===== src/rtl/audio_stream_arbiter.sv =====
// Round-robin arbiter that shares one valid/ready audio sink between several stereo sources.
// Each grant covers a whole L/R frame. Misaligned right samples are dropped, and a stalled right channel times out.
module audio_stream_arbiter #(
  parameter int NUM_INPUTS     = 2,
  parameter int DATA_WIDTH     = 32,
  parameter int TIMEOUT_CYCLES = 1024
) (
  input  logic                             clk,
  input  logic                             reset,
  input  logic [NUM_INPUTS-1:0]            i_valid,
  output logic [NUM_INPUTS-1:0]            i_ready,
  input  logic [NUM_INPUTS-1:0]            i_is_left,
  input  logic [NUM_INPUTS*DATA_WIDTH-1:0] i_audio,
  output logic                             o_valid,
  input  logic                             o_ready,
  output logic                             o_is_left,
  output logic [DATA_WIDTH-1:0]            o_audio,
  output logic [$clog2(NUM_INPUTS)-1:0]    o_source,
  output logic                             is_error
);

  localparam int GW = $clog2(NUM_INPUTS);
  localparam int CW = $clog2(TIMEOUT_CYCLES + 1);

  typedef enum logic [1:0] {IDLE, LEFT, RIGHT} state_t;

  state_t                state;
  logic [GW-1:0]         grant;
  logic [GW-1:0]         last_grant;
  logic [GW-1:0]         cand;
  logic [GW-1:0]         scan_idx;
  logic                  cand_found;
  logic [CW-1:0]         counter;
  logic                  space;
  logic                  drop_err;
  logic                  grant_acc;
  logic [DATA_WIDTH-1:0] audio_arr [NUM_INPUTS];

  for (genvar g = 0; g < NUM_INPUTS; g++) begin : g_unpack
    assign audio_arr[g] = i_audio[g*DATA_WIDTH +: DATA_WIDTH];
  end

  assign space     = !o_valid || o_ready;
  assign grant_acc = i_valid[grant] && i_ready[grant];

  // Search for a left-channel requester, starting just after the last source served.
  // The modulo makes the wrap work for any NUM_INPUTS.
  always_comb begin
    cand       = '0;
    cand_found = 1'b0;
    scan_idx   = '0;
    for (int off = 1; off <= NUM_INPUTS; off++) begin
      scan_idx = GW'((int'(last_grant) + off) % NUM_INPUTS);
      if (!cand_found && i_valid[scan_idx] && i_is_left[scan_idx]) begin
        cand_found = 1'b1;
        cand       = scan_idx;
      end
    end
  end

  // Only the granted source is offered space. Right samples that arrive out of frame order
  // are consumed without loading so their source can resynchronise.
  always_comb begin
    i_ready  = '0;
    drop_err = 1'b0;
    case (state)
      IDLE: begin
        i_ready  = i_valid & ~i_is_left;
        drop_err = |(i_valid & ~i_is_left);
      end
      LEFT: begin
        if (!i_is_left[grant]) begin
          i_ready[grant] = 1'b1;
          drop_err       = i_valid[grant];
        end else begin
          i_ready[grant] = space;
        end
      end
      RIGHT:   i_ready[grant] = space;
      default: ;
    endcase
  end

  always_ff @(posedge clk) begin
    if (reset) begin
      state      <= IDLE;
      grant      <= '0;
      last_grant <= GW'(NUM_INPUTS - 1);
      counter    <= '0;
      o_valid    <= 1'b0;
      o_is_left  <= 1'b0;
      o_audio    <= '0;
      o_source   <= '0;
      is_error   <= 1'b0;
    end else begin
      is_error <= drop_err;
      if (o_valid && o_ready) o_valid <= 1'b0;

      case (state)
        IDLE: begin
          if (cand_found) begin
            grant <= cand;
            state <= LEFT;
          end
        end
        LEFT: begin
          if (grant_acc && i_is_left[grant]) begin
            o_valid   <= 1'b1;
            o_is_left <= 1'b1;
            o_audio   <= audio_arr[grant];
            o_source  <= grant;
            counter   <= '0;
            state     <= RIGHT;
          end
        end
        RIGHT: begin
          if (grant_acc) begin
            o_valid   <= 1'b1;
            o_is_left <= i_is_left[grant];
            o_audio   <= audio_arr[grant];
            o_source  <= grant;
            // A repeated left sample restarts the wait for its right partner.
            if (i_is_left[grant]) begin
              is_error <= 1'b1;
              counter  <= '0;
            end else begin
              last_grant <= grant;
              state      <= IDLE;
            end
          end else if (counter == CW'(TIMEOUT_CYCLES - 1)) begin
            is_error   <= 1'b1;
            last_grant <= grant;
            counter    <= '0;
            state      <= IDLE;
          end else begin
            counter <= counter + 1'b1;
          end
        end
        default: state <= IDLE;
      endcase
    end
  end

endmodule

===== config.mk =====
export PLATFORM = sky130hd
export DESIGN_NAME = audio_stream_arbiter
export DESIGN_NICKNAME = d
export VERILOG_FILES = /design/src/rtl/audio_stream_arbiter.sv
export SDC_FILE = /design/constraint.sdc
export NUM_CORES = 1
export LEC_CHECK = 0
export BUFFER_PORTS_ARGS = -buffer_cell sky130_fd_sc_hd__buf_4
export CAP_MARGIN = 20
export CORE_ASPECT_RATIO = 1.25
export CORE_UTILIZATION = 50
export CTS_BUF_LIST = sky130_fd_sc_hd__clkbuf_16
export CTS_CLUSTER_DIAMETER = 200
export CTS_CLUSTER_SIZE = 8
export DETAILED_ROUTE_END_ITERATION = 7
export GPL_TIMING_DRIVEN = 0
export PLACE_DENSITY = 0.93
export SYNTH_ARGS = -nofsm -noshare
export SYNTH_HDL_FRONTEND = slang
export SYNTH_SLANG_ARGS = --single-unit

===== constraint.sdc =====
create_clock -name clk -period 4.05 [get_ports clk]
set_clock_uncertainty 0.1 [all_clocks]
set_input_delay 0.405 -clock clk [delete_from_list [all_inputs] [get_ports clk]]
set_output_delay 0.405 -clock clk [all_outputs]
set_load 0.02 [all_outputs]

After elaboration in Yosys (flattened, before gate mapping)
Index checks and enable logic that the tools add are counted.
{"block": "classes", "n_addsub": 3, "order_cmp": 5, "eq_ne": 10, "muxes": 58, "bitwise_logic": 4, "n_reduce_logical": 19}
{"operator": "two-way mux 32 bit", "count": 5}
{"operator": "case mux 32 bit (2 select lines)", "count": 1}
{"operator": "two-way mux 11 bit", "count": 4}
{"operator": "two-way mux 1 bit", "count": 34}
{"operator": "case mux 11 bit (2 select lines)", "count": 1}
{"operator": "two-way mux 2 bit", "count": 6}
{"operator": "case mux 2 bit (3 select lines)", "count": 2}
{"operator": "adder 11 x 1 -> 11 bit, second input constant", "count": 1}
{"operator": "equality test 11 x 10 -> 1 bit, second input constant", "count": 1}
{"operator": "inequality test 3 bit, second input constant", "count": 3}
{"operator": "AND reduction 3 bit", "count": 3}
{"operator": "inequality test 2 bit, second input constant", "count": 4}
{"operator": "case mux 1 bit (2 select lines)", "count": 4}
{"operator": "logical AND 1 bit", "count": 7}
{"operator": "less-than comparator 1 x 2 -> 1 bit, second input constant", "count": 3}
{"operator": "AND 2 bit", "count": 2}
{"operator": "AND reduction 4 bit", "count": 1}
{"operator": "nonzero test 2 bit", "count": 2}
{"operator": "adder 1 bit, second input constant", "count": 2}
{"operator": "equality test 2 x 1 -> 1 bit, second input constant", "count": 1}
{"operator": "equality test 2 bit, second input constant", "count": 1}
{"operator": "greater-or-equal comparator 2 bit, second input constant", "count": 1}
{"operator": "logical NOT 1 bit", "count": 2}
{"operator": "logical NOT 2 bit", "count": 1}
{"operator": "other kinds (7)", "count": 7}
{"block": "word_totals", "regBits": 51, "inputBits": 71, "out_inout_bits": 38, "wordCells": 108}

Logic depth before layout (Yosys ltp)
Gate-level depths: netlist (run 1).
{"block": "logic_depth", "word_depth": 13, "ltp_mapped": 12, "ltp_nobuf": 9}

Least setup slack after synthesis (run 1)
OpenSTA, ideal clock, no wires.
{"block": "synth_timing", "kind": "register to register", "from": "register state[1]", "to": "register counter[7]", "setup_ns": 0.087, "arrival_ns": 2.127, "t_required_ns": 3.863, "setup_slack_ns": 1.736, "path_stages_with_launch": 11, "n_path_buf": 2, "period_less_slack_ns": 2.314, "cell_sequence": "dfxtp_1 inv_1 ha_1 buf_4 a222oi_1 nor3_1 or4_4 buf_6 nor3b_1 o21ai_1 o31ai_1"}
{"block": "synth_between", "elab_chain_cells": 8, "elab_cells_between_ends": 14, "cone_classes": "4 x eq/ne; 5 x mux; 5 x reduce/logical"}
{"element": "from (decl)", "line": "27", "source": "state_t state;"}
{"element": "from (signal assigned)", "line": "86", "source": "state <= IDLE;"}
{"element": "from (signal assigned)", "line": "103", "source": "state <= LEFT;"}
{"element": "from (signal assigned)", "line": "113", "source": "state <= RIGHT;"}
{"element": "equality test 2 bit, or another cell as far along", "line": "66, 99"}
{"element": "case mux 2 bit (3 select lines)", "line": "66", "source": "case (state)"}
{"element": "two-way mux 1 bit (implied by the code) (2 in series)", "line": "44", "source": "assign grant_acc = i_valid[grant] && i_ready[grant];"}
{"element": "logical AND 1 bit", "line": "44"}
{"element": "logical AND 1 bit", "line": "107", "source": "if (grant_acc && i_is_left[grant]) begin"}
{"element": "inequality test 2 bit (no line)"}
{"element": "AND reduction 3 bit (no line)"}
{"element": "to (signal assigned)", "line": "136", "source": "counter <= counter + 1'b1;"}
{"element": "to (decl)", "line": "33", "source": "logic [CW-1:0] counter;"}
Several ways; a longest one is shown, not always the timed one. The select of a mux whose other input is x is not followed.
A chain may end at the register's enable or synchronous reset.

Final worst setup path (run 1)
{"block": "layout_timing", "from": "register state[1]", "to": "register o_audio[23]"}
{"block": "layout_between", "elab_chain_cells": 8, "elab_cells_between_ends": 13, "cone_classes": "4 x eq/ne; 4 x mux; 5 x reduce/logical"}
{"element": "equality test 2 bit, or another cell as far along", "line": "66, 99"}
{"element": "case mux 2 bit (3 select lines)", "line": "66"}
{"element": "two-way mux 1 bit (implied by the code) (2 in series)", "line": "44"}
{"element": "logical AND 1 bit", "line": "44"}
{"element": "logical AND 1 bit", "line": "107"}
{"element": "inequality test 2 bit (no line)"}
{"element": "AND reduction 3 bit (no line)"}
{"element": "to (signal assigned)", "line": "110", "source": "o_audio <= audio_arr[grant];"}
{"element": "to (signal assigned)", "line": "120", "source": "o_audio <= audio_arr[grant];"}
{"element": "to (decl)", "line": "17", "source": "output logic [DATA_WIDTH-1:0] o_audio,"}
Several ways; a longest one is shown, not always the timed one. The select of a mux whose other input is x is not followed.

==> qor.csv, run 1 <==
stage;metric;value;unit
run_status;outcome;completed;
logic_synthesis;Cell variety after synth;50;
routing;vias;2698;
worst_setup_path;CP required;4.10;ns
logic_synthesis;Post-synth ARST share;0;%
cells_and_area;Area Overhead vs Synth;39.3;%
routing;violation count after the first detailed-route iteration;205;
grt;Overflow after GRT;0;
worst_setup_path;crit-path max FO;10;
worst_setup_path;Buf/Inv on CP;4;
cells_and_area;layout cells sized above 1;36.8;%
timing;Setup TNS;0;ns
clock_network;H-tree Lvls;2;
routing;wirelength, routed;7770;um
place;dpl hpwl;5600;um
power;Leak;1.52;nW
worst_setup_path;Critical Path Sink;o_audio[23]$_SDFFE_PP0P_;
grt;number of global-route vias before repair;2682;
clock_network;Post-CTS Resized;0;
logic_synthesis;yosys warns;0;
logic_synthesis;mean post-synth cell area;9.26;um2
clock_network;# clock sinks;51;
logic_synthesis;Post-synth EDFFs;0;
clock_network;TritonCTS clock tree;built;
timing;Slew HR;49.5;%
floorplanning;FP Rows;29;
worst_setup_path;WP data arrival;2.73;ns
logic_synthesis;Post-Syn Instances;287;
cells_and_area;# nets final;478;
clock_network;Reg clk slew, reported paths;0.07;ns
place;PortBufs;107;
logic_synthesis;commonest cells in the netlist;dfxtp_1 (51), nor2_1 (40), mux2i_1 (37), a211oi_1 (22), o21ai_1 (13);
routing;post-route ant nets;0;
floorplanning;Placeable Area;5080;um2
job;Max Cap Violations;0;
logic_synthesis;most common cell in the netlist;dfxtp_1;
worst_setup_path;crit-path leading delay family;buffers and inverters;
timing;Hold Worst Slack;0.336;ns
routing;Avg Vias per Cell;5.81;
grt;initial antenna violation count;0;
floorplanning;I/O pin total;109;
clock_network;# hold bufs at CTS;0;
timing;Tmin final;2.68;ns
logic_synthesis;Syn Std Cell Area;2660;um2
clock_network;post-CTS setup buffer count;0;
clock_network;Clock Path Buffers;2;
timing;Fin. Hold Viols;0;
logic_synthesis;Mapped Nets;364;
routing;Residual DRC;0;
floorplanning;area of the die;5610;um2
timing;Fmax achieved;373;MHz
worst_setup_path;R2R depth;11;
grt;first-pass GRT wire length;12300;um
clock_network;CTS buffer count;5;
worst_setup_path;worst r2r src;state[1]$_SDFFE_PP0P_;
routing;wire length per cell;16.7;um
logic_synthesis;FF+latch count, synth;51;
logic_synthesis;share of the yosys chip area belonging to registers;38.4;%
worst_setup_path;Worst path slowest cell;or3_4;
timing;Worst Tran Pin Value;0.758;ns
worst_setup_path;critical path class;register to register;
floorplanning;Initial Utilization;52.3;%
power;power density cells;538;nW/um2
routing;first-pass detailed-route iteration total;4;
timing;final setup vio count;0;
cells_and_area;ANT cells;0;
min_path;worst hold path class;primary input to register;
power;peak supply drop;300;uV
worst_setup_path;r2r setup slk;1.37;ns
logic_synthesis;predominant post-synthesis flop cell;dfxtp_1;
logic_synthesis;Yosys top cell by area;dfxtp_1;
worst_setup_path;CP Capture Type;register;
grt;global-route usage over all layers;28.9;%
grt;pin count of the biggest net entering global routing;16;
worst_setup_path;worst setup path start;state[1]$_SDFFE_PP0P_;
worst_setup_path;Crit. path cell count;11;
floorplanning;die width;67.2;um
worst_setup_path;max incr delay on CP;0.36;ns
logic_synthesis;Synth top area share;38.4;%
timing;RSZ-0062 raised after global routing;no;
clock_network;clock root cell;clkbuf_16;
timing;post-route clock period utilization;66.2;%
worst_setup_path;Startpoint Class;register;
worst_setup_path;crit path cell chain;inv_1 -> ha_1 -> buf_4 -> nor2_1 -> or3_4 -> a21oi_2 -> nor2_1 -> nor3b_2 -> buf_4 -> buf_2 -> a211oi_1;
logic_synthesis;Area contributors post-synth;dfxtp_1 (38%), mux2i_1 (14%), a211oi_1 (6.2%);
floorplanning;chip height;83.5;um
clock_network;Worst-Skew Late Latency;0.29;ns
worst_setup_path;Reg2Reg Capture Point;o_audio[23]$_SDFFE_PP0P_;
place;Placer Congestion;0.915;
timing;Final Slew Violations;0;
report_power, final:
group	leakage (nW)	internal (W)	total, W	switching [W]
registers	0.413	0.000595	0.000657	0.0000620
clock network	0.0812	0.000288	0.000472	0.000184
logic	1.03	0.000367	0.000862	0.000496
worst min path at each step:
stage	start	endpoint	slack, ns	cells past startpoint
6_report	reset	counter[10]$_SDFFE_PP0P_	0.34	3
3_5_place_dp	counter[9]$_SDFFE_PP0P_	counter[9]$_SDFFE_PP0P_	0.37	1
5_1_grt	reset	counter[10]$_SDFFE_PP0P_	0.36	3
2_1_floorplan	counter[9]$_SDFFE_PP0P_	counter[9]$_SDFFE_PP0P_	0.34	1
4_1_cts	reset	counter[10]$_SDFFE_PP0P_	0.33	3
3_3_place_gp	counter[9]$_SDFFE_PP0P_	counter[9]$_SDFFE_PP0P_	0.36	1
stage by stage:
step | utilization [%] | cells | setup WS [ns] | cell area [um2] | total power (W)
2_1_floorplan | - | 287 | 1.74 | 2660 | 0.00119
3_3_place_gp | 69.7 | 456 | 1.47 | 3540 | 0.00148
3_5_place_dp | 69.7 | 456 | 1.41 | 3540 | 0.00150
4_1_cts | 72.9 | 464 | 1.38 | 3700 | 0.00198
5_1_grt | 72.9 | 464 | 1.22 | 3700 | 0.00208
6_report | 72.9 | 464 | 1.37 | 3700 | 0.00199
worst reg2reg max path: cells and delay by family (launching register included):
family,cells,cell delay [ns]
AOI/OAI and AO/OA,2,0.34
adders and majority gates,1,0.17
and+or+nand+nor,4,0.80
buffers and inverters,4,0.79
DFF,1,0.34
layer usage:
metal,wire length [um],vias to the layer above,part of all wire [%],track usage (%)
li1,-,1275,-,-
met1,2830,1265,36,31.1
met2,4090,134,53,50.7
met3,581,24,7.5,7.24
met4,269,0,3.5,13.7
met5,0,-,0,0
cells in the final DEF, fill, tap and decap left out, types with 2 or more instances in the layout:
cell type	instances
buf_2	6
nor2_1	40
dfxtp_1	51
nor3b_1	2
o31ai_1	3
ha_1	6
a21oi_1	5
nor2b_1	2
nand3_1	6
clkbuf_1	6
a31oi_1	2
clkbuf_16	5
nand2b_1	12
a211oi_2	11
nand2_1	9
nor3_1	6
mux2i_1	37
a211oi_1	22
o21ai_1	13
inv_1	5
buf_4	111
o21ai_0	3
a22oi_1	2
and3_1	5
a21o_1	3
area by class of cell:
type                            instances  area (um2)
Multi-Input combinational cell        212        1510
Fill cell                             347        1380
Sequential cell                        51        1020
Timing Repair Buffer                  107         803
Clock buffer                            5         125
Buffer                                 19         111
Tap cell                               62        77.6
Clock inverter                          3        38.8
Inverter                                5        18.8
logic make-up after synthesis:
family / share of synthesized area [%]
muxes: 13.9
buffers and inverters: 4.90
adders and majority gates: 2.82
DFF: 38.4
and+or+nand+nor: 18.7
AOI/OAI and AO/OA: 21.2
sequential cells by signal, summed over array words and instances, names as in the netlist:
register and cells:
o_audio 32, is_error 1, o_valid 1, counter 11, last_grant 1, grant 1
state 2, o_source 1, o_is_left 1
Note: power is estimated with default switching activity, not from simulation.
==> run 2: changes to the inputs <==
--- a/config.mk
+++ b/config.mk
@@ -8,13 +8,13 @@
 export BUFFER_PORTS_ARGS = -buffer_cell sky130_fd_sc_hd__buf_4
 export CAP_MARGIN = 20
 export CORE_ASPECT_RATIO = 1.25
-export CORE_UTILIZATION = 50
+export CORE_UTILIZATION = 44
 export CTS_BUF_LIST = sky130_fd_sc_hd__clkbuf_16
 export CTS_CLUSTER_DIAMETER = 200
 export CTS_CLUSTER_SIZE = 8
 export DETAILED_ROUTE_END_ITERATION = 7
 export GPL_TIMING_DRIVEN = 0
-export PLACE_DENSITY = 0.93
+export PLACE_DENSITY = 0.87
 export SYNTH_ARGS = -nofsm -noshare
 export SYNTH_HDL_FRONTEND = slang
 export SYNTH_SLANG_ARGS = --single-unit
==> constraint.sdc (replaced) <==
create_clock -name clk -period 2.2 [get_ports clk]
set_clock_uncertainty 0.1 [all_clocks]
set_input_delay 0.22 -clock clk [delete_from_list [all_inputs] [get_ports clk]]
set_output_delay 0.22 -clock clk [all_outputs]
set_load 0.02 [all_outputs]
==> qor.csv, run 2 (same netlist as run 1, synthesis figures left out) <==
stage;metric;value;unit;change
worst_setup_path;max incr delay on CP;0.56;ns;was 0.36 ns
floorplanning;I/O pin total;109;;unchanged
routing;Avg Vias per Cell;5.97;;was 5.81
clock_network;Clock Path Buffers;2;;unchanged
cells_and_area;commonest cells after routing, fill and taps aside;buf_4 (125), dfxtp_1 (47), mux2i_1 (37), a211oi_2 (31), nor2_2 (16);;was buf_4 (111), dfxtp_1 (51), nor2_1 (40), mux2i_1 (37), a211oi_1 (22)
clock_network;Reg clk slew, reported paths;0.07;ns;about the same
cells_and_area;max reg flops;32;;unchanged
worst_setup_path;CP required;2.30;ns;was 4.10 ns
cells_and_area;Top Registers;o_audio: 32 flops, counter: 11 flops, state: 2 flops;;unchanged
clock_network;Worst-Skew Late Latency;0.28;ns;was 0.29 ns
grt;first-pass GRT wire length;15600;um;was 12300 um
cells_and_area;commonest non-fill, non-tap cell in the layout;buf_4;;unchanged
cells_and_area;most flop-heavy register;o_audio;;unchanged
cells_and_area;ANT cells;0;;unchanged
cells_and_area;Util after Layout;76.9;%;was 72.9%
floorplanning;die width;71.5;um;was 67.2 um
worst_setup_path;Worst path slowest cell;or4_4;;was or3_4
worst_setup_path;critical path class;register to register;;unchanged
timing;Worst Tran Pin Value;0.756;ns;was 0.758 ns
grt;number of global-route vias before repair;3105;;was 2682
cells_and_area;Area Overhead vs Synth;68.3;%;was 39.3%
place;Placer Congestion;0.886;;was 0.915
cells_and_area;layout cells sized above 1;59.1;%;was 36.8%
power;peak supply drop;577;uV;was 300 uV
timing;Slew HR;49.6;%;was 49.5%
worst_setup_path;CP Capture Type;register;;unchanged
grt;GR Util met1;31.1;%;about the same
routing;post-route ant nets;0;;unchanged
clock_network;# clock sinks;51;;unchanged
worst_setup_path;Startpoint Class;register;;unchanged
clock_network;CTS buffer count;5;;unchanged
timing;Fmax achieved;408;MHz;was 373 MHz
clock_network;clock root cell;clkbuf_16;;unchanged
place;dpl hpwl;5540;um;was 5600 um
worst_setup_path;crit-path max FO;5;;was 10
floorplanning;chip height;88.9;um;was 83.5 um
run_status;outcome;finished, violations left;;was completed
worst_setup_path;WP data arrival;2.55;ns;was 2.73 ns
routing;vias;2963;;was 2698
routing;Residual DRC;0;;unchanged
grt;global-route usage over all layers;32.3;%;was 28.9%
timing;Tmin final;2.45;ns;was 2.68 ns
clock_network;TritonCTS clock tree;built;;unchanged
grt;M3 GR Usage;9.47;%;was 7.24%
cells_and_area;Filler cells;313;;was 347
routing;wire length per cell;21.5;um;was 16.7 um
timing;RSZ-0062 raised after global routing;yes;;was no
job;Max Cap Violations;0;;unchanged
grt;busiest grt layer;met2;;unchanged
run_status;failing checks;negative setup slack;;
grt;Overflow after GRT;0;;unchanged
place;PortBufs;107;;unchanged
floorplanning;Placeable Area;5820;um2;was 5080 um2
timing;post-route clock period utilization;111;%;was 66.2%
place;placed instance area;3560;um2;was 3540 um2
power;power density cells;990;nW/um2;was 538 nW/um2
timing;Final Slew Violations;0;;unchanged
routing;first-pass detailed-route iteration total;5;;was 4
min_path;worst hold path class;primary input to register;;unchanged
routing;violation count after the first detailed-route iteration;175;;was 205
power;Tot Pwr;0.00443;W;was 0.00199 W
worst_setup_path;crit-path leading delay family;simple AND/OR/NAND/NOR gates;;was buffers and inverters
power;Leak;1.81;nW;was 1.52 nW
timing;final setup vio count;48;;was 0
worst_setup_path;CP most frequent cell;buf_6;;
worst_setup_path;crit path cell chain;buf_6 -> ha_4 -> a222oi_1 -> buf_4 -> nor3_4 -> or4_4 -> buf_6 -> nor3b_2 -> o21ai_1 -> o31ai_1;;was inv_1 -> ha_1 -> buf_4 -> nor2_1 -> or3_4 -> a21oi_2 -> nor2_1 -> nor3b_2 -> buf_4 -> buf_2 -> a211oi_1
grt;pin count of the biggest net entering global routing;17;;was 16
worst_setup_path;Buf/Inv on CP;3;;was 4
clock_network;H-tree Lvls;2;;unchanged
routing;wirelength, routed;10700;um;was 7770 um
grt;met2 usage;61.6;%;was 50.7%
timing;Fin. Hold Viols;0;;unchanged
timing;setup ws final;-0.248;ns;was 1.37 ns
floorplanning;FP Rows;31;;was 29
cells_and_area;# nets final;506;;was 478
grt;initial antenna violation count;0;;unchanged
floorplanning;Initial Utilization;45.7;%;was 52.3%
cells_and_area;post-route cell area;4470;um2;was 3700 um2
clock_network;# hold bufs at CTS;0;;unchanged
floorplanning;area of the die;6360;um2;was 5610 um2
==> run 2: per-stage QoR <==
stage	cells	hold WS [ns]	worst slack, ns	TNS [ns]
finish	496	0.157	-0.248	-6.71
global route	496	0.179	-0.341	-10.02
CTS	489	0.140	-0.153	-4.59
detailed placement	460	0.365	-0.369	-14.28
global placement	460	0.357	-0.327	-12.35
floorplan	287	0.283	-0.0286	-0.0596
==> run 2: final timing paths <==
path	start	to	slack, ns	cells after the start
hold reg to reg	counter[0]$_SDFFE_PP0P_	counter[0]$_SDFFE_PP0P_	0.37	1
setup / recovery	state[1]$_SDFFE_PP0P_	counter[9]$_SDFFE_PP0P_	-0.25	10
setup reg to reg	state[1]$_SDFFE_PP0P_	counter[9]$_SDFFE_PP0P_	-0.25	10
hold / removal	reset	counter[10]$_SDFFE_PP0P_	0.16	3
==> run 2: layout make-up <==
class | instances | area [um2] | area share (%)
Tap cell | 66 | 82.6 | 1.85
Sequential cell | 51 | 1030 | 23.0
Clock buffer | 5 | 125 | 2.80
Clock inverter | 3 | 20.0 | 0.448
Multi-Input combinational cell | 212 | 1910 | 42.6
Inverter | 5 | 26.3 | 0.587
Timing Repair Buffer | 137 | 1120 | 25.1
Buffer | 17 | 160 | 3.58
==> run 2: routing by layer <==
| layer | vias to the layer above | wire length [um] |
|---|---|---|
| met5 | - | 0 |
| met3 | 48 | 701 |
| li1 | 1332 | - |
| met4 | 0 | 479 |
| met1 | 1425 | 3570 |
| met2 | 158 | 5910 |
==> run 2: what timing repair did <==
| item | in CTS | in global routing |
|---|---|---|
| pin swaps | 35 | 22 |
| setup buffers | 14 | 11 |
| cloned | 7 | 0 |
| gates resized for setup | 110 | 33 |
| setup endpoints to repair | 49 | 50 |
==> run 2: worst register-to-register path, delay by kind of cell (launching register included) <==
family                     cells  cell delay [ns]
AOI/OAI and AO/OA              3             0.47
adders and majority gates      1             0.17
buffers and inverters          3             0.47
DFF                            1             0.37
and+or+nand+nor                3             0.78
==> run 2: power breakdown <==
part	internal (W)	switching, W
registers	0.00110	0.000173
logic	0.00111	0.00126
clock network	0.000420	0.000357
total	0.00264	0.00179
